**config.mk**
```make
export PLATFORM = sky130hd
export DESIGN_NAME = adc_spi_reader
export DESIGN_NICKNAME = d
export VERILOG_FILES = /design/src/rtl/adc_spi_reader_pkg.sv /design/src/rtl/adc_sclk_gen.sv /design/src/rtl/adc_spi_reader.sv
export SDC_FILE = /design/constraint.sdc
export NUM_CORES = 1
export LEC_CHECK = 0
export BUFFER_PORTS_ARGS = -buffer_cell sky130_fd_sc_hd__buf_4
export CAP_MARGIN = 25
export CORE_MARGIN = 4
export CORE_UTILIZATION = 40
export CTS_CLUSTER_SIZE = 10
export DETAILED_ROUTE_END_ITERATION = 7
export HOLD_SLACK_MARGIN = 0.08
export SETUP_SLACK_MARGIN = 0.3
export SLEW_MARGIN = 20
export SYNTH_ARGS = -nofsm -noshare
export SYNTH_HDL_FRONTEND = slang
export SYNTH_SLANG_ARGS = --single-unit
```
**constraint.sdc**
```tcl
create_clock -name clk -period 3.25 [get_ports clk]
set_input_delay 0.325 -clock clk [delete_from_list [all_inputs] [get_ports clk]]
set_output_delay 0.325 -clock clk [all_outputs]
set_load 0.05 [all_outputs]
```
**src/rtl/adc_spi_reader_pkg.sv**
```systemverilog
// adc_spi_reader_pkg: state encoding, frame constants and address-bit helper
package adc_spi_reader_pkg;
  typedef enum logic [1:0] {S_IDLE, S_SETUP, S_SHIFT, S_GAP} state_t;
  localparam int FRAME_BITS     = 16;
  localparam int ADDR_FIRST_BIT = 2;
  localparam int DATA_FIRST_BIT = 4;
  localparam int SAMPLE_W       = 12;
  localparam int CH_W           = 3;
  // channel address goes out MSB first on frame bits ADDR_FIRST_BIT..ADDR_FIRST_BIT+CH_W-1
  function automatic logic addr_bit(input logic [3:0] b, input logic [CH_W-1:0] ch);
    logic [3:0] k;
    k = b - 4'(ADDR_FIRST_BIT);
    return (k < 4'(CH_W)) ? ch[2'(CH_W - 1) - 2'(k)] : 1'b0;
  endfunction
endpackage

```
**src/rtl/adc_sclk_gen.sv**
```systemverilog
// adc_sclk_gen: half-period timer for one 16-bit SCLK burst; sclk idles high
module adc_sclk_gen
  import adc_spi_reader_pkg::*;
#(
  parameter int CLK_DIV = 4
) (
  input  logic       clk,
  input  logic       rst_n,
  input  logic       start,
  output logic       sclk,
  output logic       rise_en,
  output logic       fall_en,
  output logic       done,
  output logic [3:0] bit_idx
);
  logic       active_q, active_d, sclk_q, sclk_d, wrap;
  logic [7:0] cnt_q, cnt_d;
  logic [4:0] half_q, half_d;
  always_comb begin
    wrap     = active_q && cnt_q == 8'(CLK_DIV - 1);
    rise_en  = wrap && !half_q[0];
    done     = wrap && half_q == 5'(2 * FRAME_BITS - 1);
    fall_en  = start || (wrap && half_q[0] && !done);
    active_d = start || (active_q && !done);
    cnt_d    = (start || wrap) ? 8'd0 : active_q ? cnt_q + 8'd1 : cnt_q;
    half_d   = start ? 5'd0 : wrap ? half_q + 5'd1 : half_q;
    sclk_d   = fall_en ? 1'b0 : (rise_en || !active_d) ? 1'b1 : sclk_q;
  end
  always_ff @(posedge clk or negedge rst_n) begin
    if (!rst_n) begin
      active_q <= 1'b0;
      sclk_q   <= 1'b1;
      cnt_q    <= '0;
      half_q   <= '0;
    end else begin
      active_q <= active_d;
      sclk_q   <= sclk_d;
      cnt_q    <= cnt_d;
      half_q   <= half_d;
    end
  end
  assign sclk    = sclk_q;
  assign bit_idx = half_q[4:1];
endmodule

```
**src/rtl/adc_spi_reader.sv**
```systemverilog
// adc_spi_reader: round-robin 12-bit SPI ADC scanner producing tagged sample strobes
module adc_spi_reader
  import adc_spi_reader_pkg::*;
#(
  parameter int CLK_DIV = 4,
  parameter int NUM_CH  = 2,
  parameter int GAP     = 4
) (
  input  logic                clk,
  input  logic                rst_n,
  input  logic                enable,
  output logic                adc_cs_n,
  output logic                adc_sclk,
  output logic                adc_din,
  input  logic                adc_dout,
  output logic [SAMPLE_W-1:0] sample,
  output logic [CH_W-1:0]     sample_ch,
  output logic                sample_valid,
  output logic                busy
);
  state_t              state_q, state_d;
  logic [15:0]         cnt_q, cnt_d;
  logic                s1_q, s2_q;
  logic [SAMPLE_W-1:0] sh_q, sh_d, sample_q, sample_d;
  logic [CH_W-1:0]     sample_ch_q, sample_ch_d, next_ch_q, next_ch_d, prev_ch_q, prev_ch_d;
  logic                valid_q, cs_n_q, cs_n_d, din_q, din_d, busy_q;
  logic                start, gap_end, rise_en, fall_en, done;
  logic [3:0]          bit_idx;
  adc_sclk_gen #(.CLK_DIV(CLK_DIV)) u_sclk (
    .clk(clk), .rst_n(rst_n), .start(start), .sclk(adc_sclk),
    .rise_en(rise_en), .fall_en(fall_en), .done(done), .bit_idx(bit_idx)
  );
  // next_ch is the channel addressed in the current frame; the ADC converts it one frame later
  always_comb begin
    start       = state_q == S_SETUP && cnt_q == 16'(CLK_DIV - 1);
    gap_end     = state_q == S_GAP && cnt_q == 16'(GAP - 1);
    state_d     = state_q == S_IDLE ? (enable ? S_SETUP : S_IDLE)
                : start ? S_SHIFT : done ? S_GAP
                : gap_end ? (enable ? S_SETUP : S_IDLE) : state_q;
    cnt_d       = (state_d != state_q || state_q == S_IDLE || state_q == S_SHIFT) ? '0 : cnt_q + 16'd1;
    next_ch_d   = (state_d == S_SETUP && state_q != S_SETUP)
                ? (next_ch_q == CH_W'(NUM_CH - 1) ? '0 : next_ch_q + 1'b1) : next_ch_q;
    prev_ch_d   = done ? next_ch_q : prev_ch_q;
    sample_ch_d = done ? prev_ch_q : sample_ch_q;
    din_d       = fall_en ? addr_bit(start ? 4'd0 : bit_idx + 4'd1, next_ch_q) : din_q;
    sh_d        = rise_en ? {sh_q[SAMPLE_W-2:0], s2_q} : sh_q;
    sample_d    = done ? sh_q : sample_q;
    cs_n_d      = state_d == S_IDLE || state_d == S_GAP;
  end
  always_ff @(posedge clk or negedge rst_n) begin
    if (!rst_n) begin
      state_q     <= S_IDLE;
      cnt_q       <= '0;
      s1_q        <= 1'b0;
      s2_q        <= 1'b0;
      sh_q        <= '0;
      sample_q    <= '0;
      sample_ch_q <= '0;
      next_ch_q   <= '0;
      prev_ch_q   <= '0;
      valid_q     <= 1'b0;
      cs_n_q      <= 1'b1;
      din_q       <= 1'b0;
      busy_q      <= 1'b0;
    end else begin
      state_q     <= state_d;
      cnt_q       <= cnt_d;
      s1_q        <= adc_dout;
      s2_q        <= s1_q;
      sh_q        <= sh_d;
      sample_q    <= sample_d;
      sample_ch_q <= sample_ch_d;
      next_ch_q   <= next_ch_d;
      prev_ch_q   <= prev_ch_d;
      valid_q     <= done;
      cs_n_q      <= cs_n_d;
      din_q       <= din_d;
      busy_q      <= !cs_n_d;
    end
  end
  assign adc_cs_n     = cs_n_q;
  assign adc_din      = din_q;
  assign sample       = sample_q;
  assign sample_ch    = sample_ch_q;
  assign sample_valid = valid_q;
  assign busy         = busy_q;
endmodule

```
### Yosys cells after proc, flatten, opt, wreduce, memory -nomap -nowiden

Cells that the tools add are included.

| storage, ports and cells | value |
|---|---|
| flip-flop bits (word level) | 72 |
| latch bits | 0 |
| bits in writable memories | 0 |
| ROM bits | 0 |
| bits of input ports | 4 |
| output and inout port bits | 20 |
| word-level logic and storage cells | 79 |
| memories | 0 |

| cells by class | value |
|---|---|
| add/subtract/negate cells | 7 |
| multiply operators | 0 |
| div/mod/pow operators | 0 |
| $lt $le $gt $ge | 2 |
| equality and inequality tests | 11 |
| shift-type cells | 0 |
| muxes and demuxes | 17 |
| bitwise logic cells | 0 |
| reduce and logical (&&, ||, !) cells | 25 |

Operator list:

| operator | count |
|---|---|
| adder 16 x 1 -> 16 bit, second input constant | 1 |
| == test 16 x 2 -> 1 bit, second input constant | 1 |
| 2-to-1 mux 16 bit | 1 |
| 2-to-1 mux 8 bit | 2 |
| 2-to-1 mux 5 bit | 2 |
| logical AND 1 bit | 9 |
| adder 8 x 1 -> 8 bit, second input constant | 1 |
| == test 8 x 2 -> 1 bit, second input constant | 1 |
| 2-to-1 mux 2 bit | 4 |
| logical OR 1 bit | 7 |
| == test 2 bit, second input constant | 3 |
| nonzero test 2 bit | 3 |
| adder 5 x 1 -> 5 bit, second input constant | 1 |
| == test 5 bit, second input constant | 1 |
| 2-to-1 mux 1 bit | 5 |
| adder 4 x 1 -> 4 bit, second input constant | 1 |
| == test 2 x 1 -> 1 bit, second input constant | 2 |
| logical NOT 1 bit | 4 |
| logical NOT 2 bit | 2 |
| < comparator 4 x 2 -> 1 bit, second input constant | 1 |
| 2-to-1 mux 4 bit | 1 |
| subtractor 4 x 2 -> 4 bit, second input constant | 1 |
| adder 3 x 1 -> 3 bit, second input constant | 1 |
| == test 3 x 1 -> 1 bit, second input constant | 1 |
| 6 further kinds | 6 |

### Depth between registers and ports, before layout

| depth | value |
|---|---|
| depth after elaboration | 10 |
| depth in mapped cells | 10 |
| mapped depth without buffers | 10 |

### Modules after synthesis

Synthesis repeated with hierarchy kept, for this count alone.

| unflattened totals | value |
|---|---|
| cell total of the unflattened synthesis | 280 |
| area, all modules | 3,270.6 um^2 |

By module, submodules not included:

| module | times used | cells each | area each (um^2) | sequential area each (um^2) |
|---|---|---|---|---|
| adc_spi_reader | 1 | 196 | 2,459.9 | 1,427.6 |
| adc_sclk_gen | 1 | 84 | 810.8 | 376.6 |

### Least setup slack after synthesis

No wires, ideal clock.

| timing | value |
|---|---|
| kind | flip-flop to flip-flop |
| from | register cnt_q[0] |
| to | register din_q, in the netlist adc_din |
| library setup time | 0.079 ns |
| arrival time | 2.502 ns |
| data required time | 3.171 ns |
| setup slack | 0.669 ns |
| cell stages (with the launch flop) | 10 |
| path buffers | 0 |
| period minus slack after synthesis | 2.581 ns |
| path through | dfrtp_1 ha_1 nor4b_1 nand4_2 nor2_2 nor2_1 ha_1 mux2i_1 or3b_2 mux2i_1 |

| on the way | value |
|---|---|
| word-level cells in the longest chain between the ends | 8 |
| elaborated cells between the ends (all ways) | 10 |

Ends and longest elaborated chain:

| element | RTL line | source |
|---|---|---|
| start: declaration | adc_spi_reader.sv:22 | `logic [15:0] cnt_q, cnt_d;` |
| start signal: assignment | adc_spi_reader.sv:67 | `cnt_q <= cnt_d;` |
| == test 16 x 2 -> 1 bit * | adc_spi_reader.sv:35 | `start = state_q == S_SETUP && cnt_q == 16'(CLK_DIV - 1);` |
| logical AND 1 bit * | adc_spi_reader.sv:35 |  |
| 2-to-1 mux 4 bit | adc_spi_reader.sv:45 | `din_d = fall_en ? addr_bit(start ? 4'd0 : bit_idx + 4'd1, next_ch_q) : din_q;` |
| subtractor 4 x 2 -> 4 bit | adc_spi_reader_pkg.sv:12 | `k = b - 4'(ADDR_FIRST_BIT);` |
| subtractor 2 bit | adc_spi_reader_pkg.sv:13 | `return (k < 4'(CH_W)) ? ch[2'(CH_W - 1) - 2'(k)] : 1'b0;` |
| binary-select mux 1 bit (select 2 bit) | adc_spi_reader_pkg.sv:13 |  |
| 2-to-1 mux 1 bit (not written as such) | adc_spi_reader_pkg.sv:13 |  |
| 2-to-1 mux 1 bit | adc_spi_reader_pkg.sv:13 |  |
| end signal: assignment | adc_spi_reader.sv:77 | `din_q <= din_d;` |
| end: declaration | adc_spi_reader.sv:26 | `logic valid_q, cs_n_q, cs_n_d, din_q, din_d, busy_q;` |

Every way passes the cells marked *; elsewhere a longest branch is shown, timed or not. The select of a mux whose other input is x is not followed.
A chain may end at the register's enable or synchronous reset.

### Final worst setup path

Ends and elaborated chain as after synthesis.

==> impl_results.md <==
- Met3 WL: 188 microns
- DR vias: 2141
- CTS root buffer: clkbuf_8
- Status: complete, no violations
- Htree depth: 3
- CP max stage delay: 440 ps
- Peak VDD IR: 0.407 mV
- GRT overflow: 0
- Filler Cell Count: 752
- Final clock period utilization by the worst path: 0.827
- Sequential Area: 1800 sq um
- Placement Cell Area: 3520 sq um
- CP required: 3520 ps
- Area Overhead vs Synth: 14.5%
- # IOs: 24
- Nets: 340
- Drt wl/cell: 12.9 microns
- Port Buffers: 23
- WP data arrival: 2950 ps
- Tot GR Track Use: 0.130
- Setup TNS: 0 ps
- Syn_nets: 311
- Router iterations before antenna repair: 4
- CP max FO: 8
- Fin. Hold Viols: 0
- Pins over their slew limit: 0
- Die width: 98.2 microns
- Final worst path period need: 2690 ps
- Seq/Total Area, Yosys: 0.555
- Initial core utilization: 0.417
- Post-synth EDFFs: 0
- Clock Tree Buf Depth: 2
- Proportion of layout cells with a drive suffix above 1: 0.210
- Core region area: 7810 sq um
- Worst-margin pin slew: 888 ps
- Vias in the first global route: 2119
- Slowest cell on the critical path: or3b_2
- Ys flop type: dfrtp_1
- Residual DRC: 0
- First-pass GRT wire length: 10100 microns
- Count of cell types in the netlist: 47
- Antenna cells: 0
- Largest net degree at the start of global routing: 73
- Leakage: 1.80 nW
- Hold crit path type: in -> async
- CP Buf/Inv Count: 0
- Post-Syn Area: 3250 sq um
- Design Area, Final: 3720 sq um
- Clock sinks: 72
- Synth async-reset ratio: 1.00
- Final GP Congestion: 0.800
- Later-pin clock latency in the skew report: 350 ps
- DP Wirelength: 3720 microns
- Yosys warns: 0
- Post-DRT Antenna Nets: 0
- Startpoint Class: flip-flop
- Die H: 98.2 microns
- Unrepaired setup endpoints after global routing: false
- Row count: 32
- Slew margin rel.: 0.408
- Routed WL: 5600 microns
- Critical path, cell by cell: ha_1 -> nor4b_2 -> nand4_2 -> o21ai_0 -> ha_1 -> mux2i_1 -> or3b_2 -> mux2i_1
- Synthesis-stage register bit count: 72
- Met2 Routed Length: 2520 microns
- Full die area: 9640 sq um
- CTS tree: built
- DRT iter0 DRCs: 82
- Finish-stage setup viols: 0
- CP endpoint kind: flip-flop
- Clk pin slew, worst setup/hold paths: 80 ps
- Max Used Layer: met4
- Area of the multi-input gates: 1380 sq um
- Final Skew: 13.3 ps
- Met1 Wirelength: 2800 microns
- TritonCTS Buffers: 9
- CP top delay family: simple AND/OR/NAND/NOR gates
- F_max: 372 MHz
- Avg Cell Area, Syn: 10.9 sq um
- Crit Path Class: reg -> reg
- Max-cap viol count: 0
- Antenna violations before repair: 0
- PwrDens: 705 nW/um^2
- Vias/cell: 4.92
- Post-Syn Instances: 299
## path summary, 6_finish.rpt
check | from | endpoint | slack (ps) | cells after the start
worst max-delay path | cnt_q[0]$_DFF_PN0_ | adc_din$_DFFE_PN0N_ | 560 | 8
worst min-delay path | rst_n | cnt_q[14]$_DFF_PN0_ | 70 | 1
worst max register to register | cnt_q[0]$_DFF_PN0_ | adc_din$_DFFE_PN0N_ | 560 | 8
worst min register to register | s1_q$_DFF_PN0_ | s2_q$_DFF_PN0_ | 360 | 0
max in group asynchronous | rst_n | u_sclk.half_q[1]$_DFFE_PN0N_ | 2570 | 1
min in group clk | enable | state_q[0]$_DFF_PN0_ | 270 | 2
## cells in the final DEF (no fill, tap or decap), drive strengths merged, types with 8 or more instances in the layout
cell	count
xor2	17
nor2	30
nand4	11
buf	26
ha	8
mux2	15
xnor2	9
nand2	59
dfrtp	70
clkbuf	9
nand3	12
inv	8
## area by class of cell
type                            instances  share of cell area
Clock buffer                            9              0.0333
Clock inverter                          7              0.0165
Inverter                                5             0.00504
Multi-Input combinational cell        213               0.371
Sequential cell                        72               0.485
Tap cell                              102              0.0343
Timing Repair Buffer                   27              0.0551
## report_power, final
group	switching [W]	internal [W]	total (W)
sequential	0.000154	0.00104	0.00119
clock	0.000368	0.000291	0.000660
combinational	0.000438	0.000336	0.000774
## logic make-up (layout without fill, tap and decap cells)
group / after synthesis / after routing / share of synthesized area
fa+ha+maj: 8 / 8 / 0.0308
xor+xnor: 26 / 26 / 0.0700
mux: 19 / 19 / 0.0642
flops: 72 / 72 / 0.555
compound gates: 23 / 23 / 0.0519
buf+inv: 14 / 48 / 0.0223
simple gates: 137 / 137 / 0.206
## synth_stat cells (2+ instances only)
master / count / area [sq um]
or3_1: 3 / 18.8
mux2_2: 15 / 169
dfrtp_1: 70 / 1750
nor3_1: 3 / 15.0
nand3_1: 12 / 60.1
nor4_1: 2 / 12.5
clkbuf_1: 2 / 7.51
nor2_2: 2 / 12.5
xnor2_1: 9 / 78.8
a21oi_1: 5 / 25.0
buf_2: 4 / 20.0
o21ai_0: 6 / 30.0
and4_1: 2 / 17.5
a21boi_0: 2 / 15.0
xor2_1: 17 / 149
ha_1: 8 / 100
nand2b_1: 4 / 25.0
buf_4: 2 / 15.0
nor2_1: 28 / 105
mux2i_1: 4 / 40.0
dfstp_2: 2 / 52.6
inv_1: 4 / 15.0
and3_1: 3 / 18.8
nand2_1: 58 / 218
nand4_1: 10 / 62.6
## routing by layer
layer  track usage  vias up
met2         0.193       29
met3        0.0357        9
met1         0.179     1021
met4        0.0567        0
met5             0        -
li1              -     1082
## timing repair
item,4_1_cts,5_1_grt
setup buffers,0,0
endpoints found under the setup margin,0,1
hold endpoints to repair,1,0
hold buffers,1,0
resized for setup,0,1
## through the flow
stage	utilization	power [W]	hold slack [ps]	cells	setup slack [ps]
final	0.477	0.00263	66.1	435	562
after global routing	0.477	0.00284	160	435	352
after CTS	0.476	0.00267	117	435	458
after detailed placement	0.451	0.00199	342	418	498
after global placement	0.451	0.00198	335	418	644
after floorplan	-	0.00182	29.4	299	669
## flip-flops by register name (all words and copies together) (netlist names), 2 cells and up
signal,flops
cnt_q,16
sample,12
sh_q,12
u_sclk.cnt_q,8
u_sclk.half_q,5
next_ch_q,3
prev_ch_q,3
sample_ch,3
state_q,2
## worst reg2reg max path: cells and delay by family (launching register included)
family / cells / cell delay, ps
AND/OR/NAND/NOR: 3 / 990
adder cells (fa/ha/maj): 2 / 600
flip-flops: 1 / 370
AO/OA/AOI/OAI: 1 / 350
multiplexers: 2 / 290
Power figures use the tool's default switching activity.
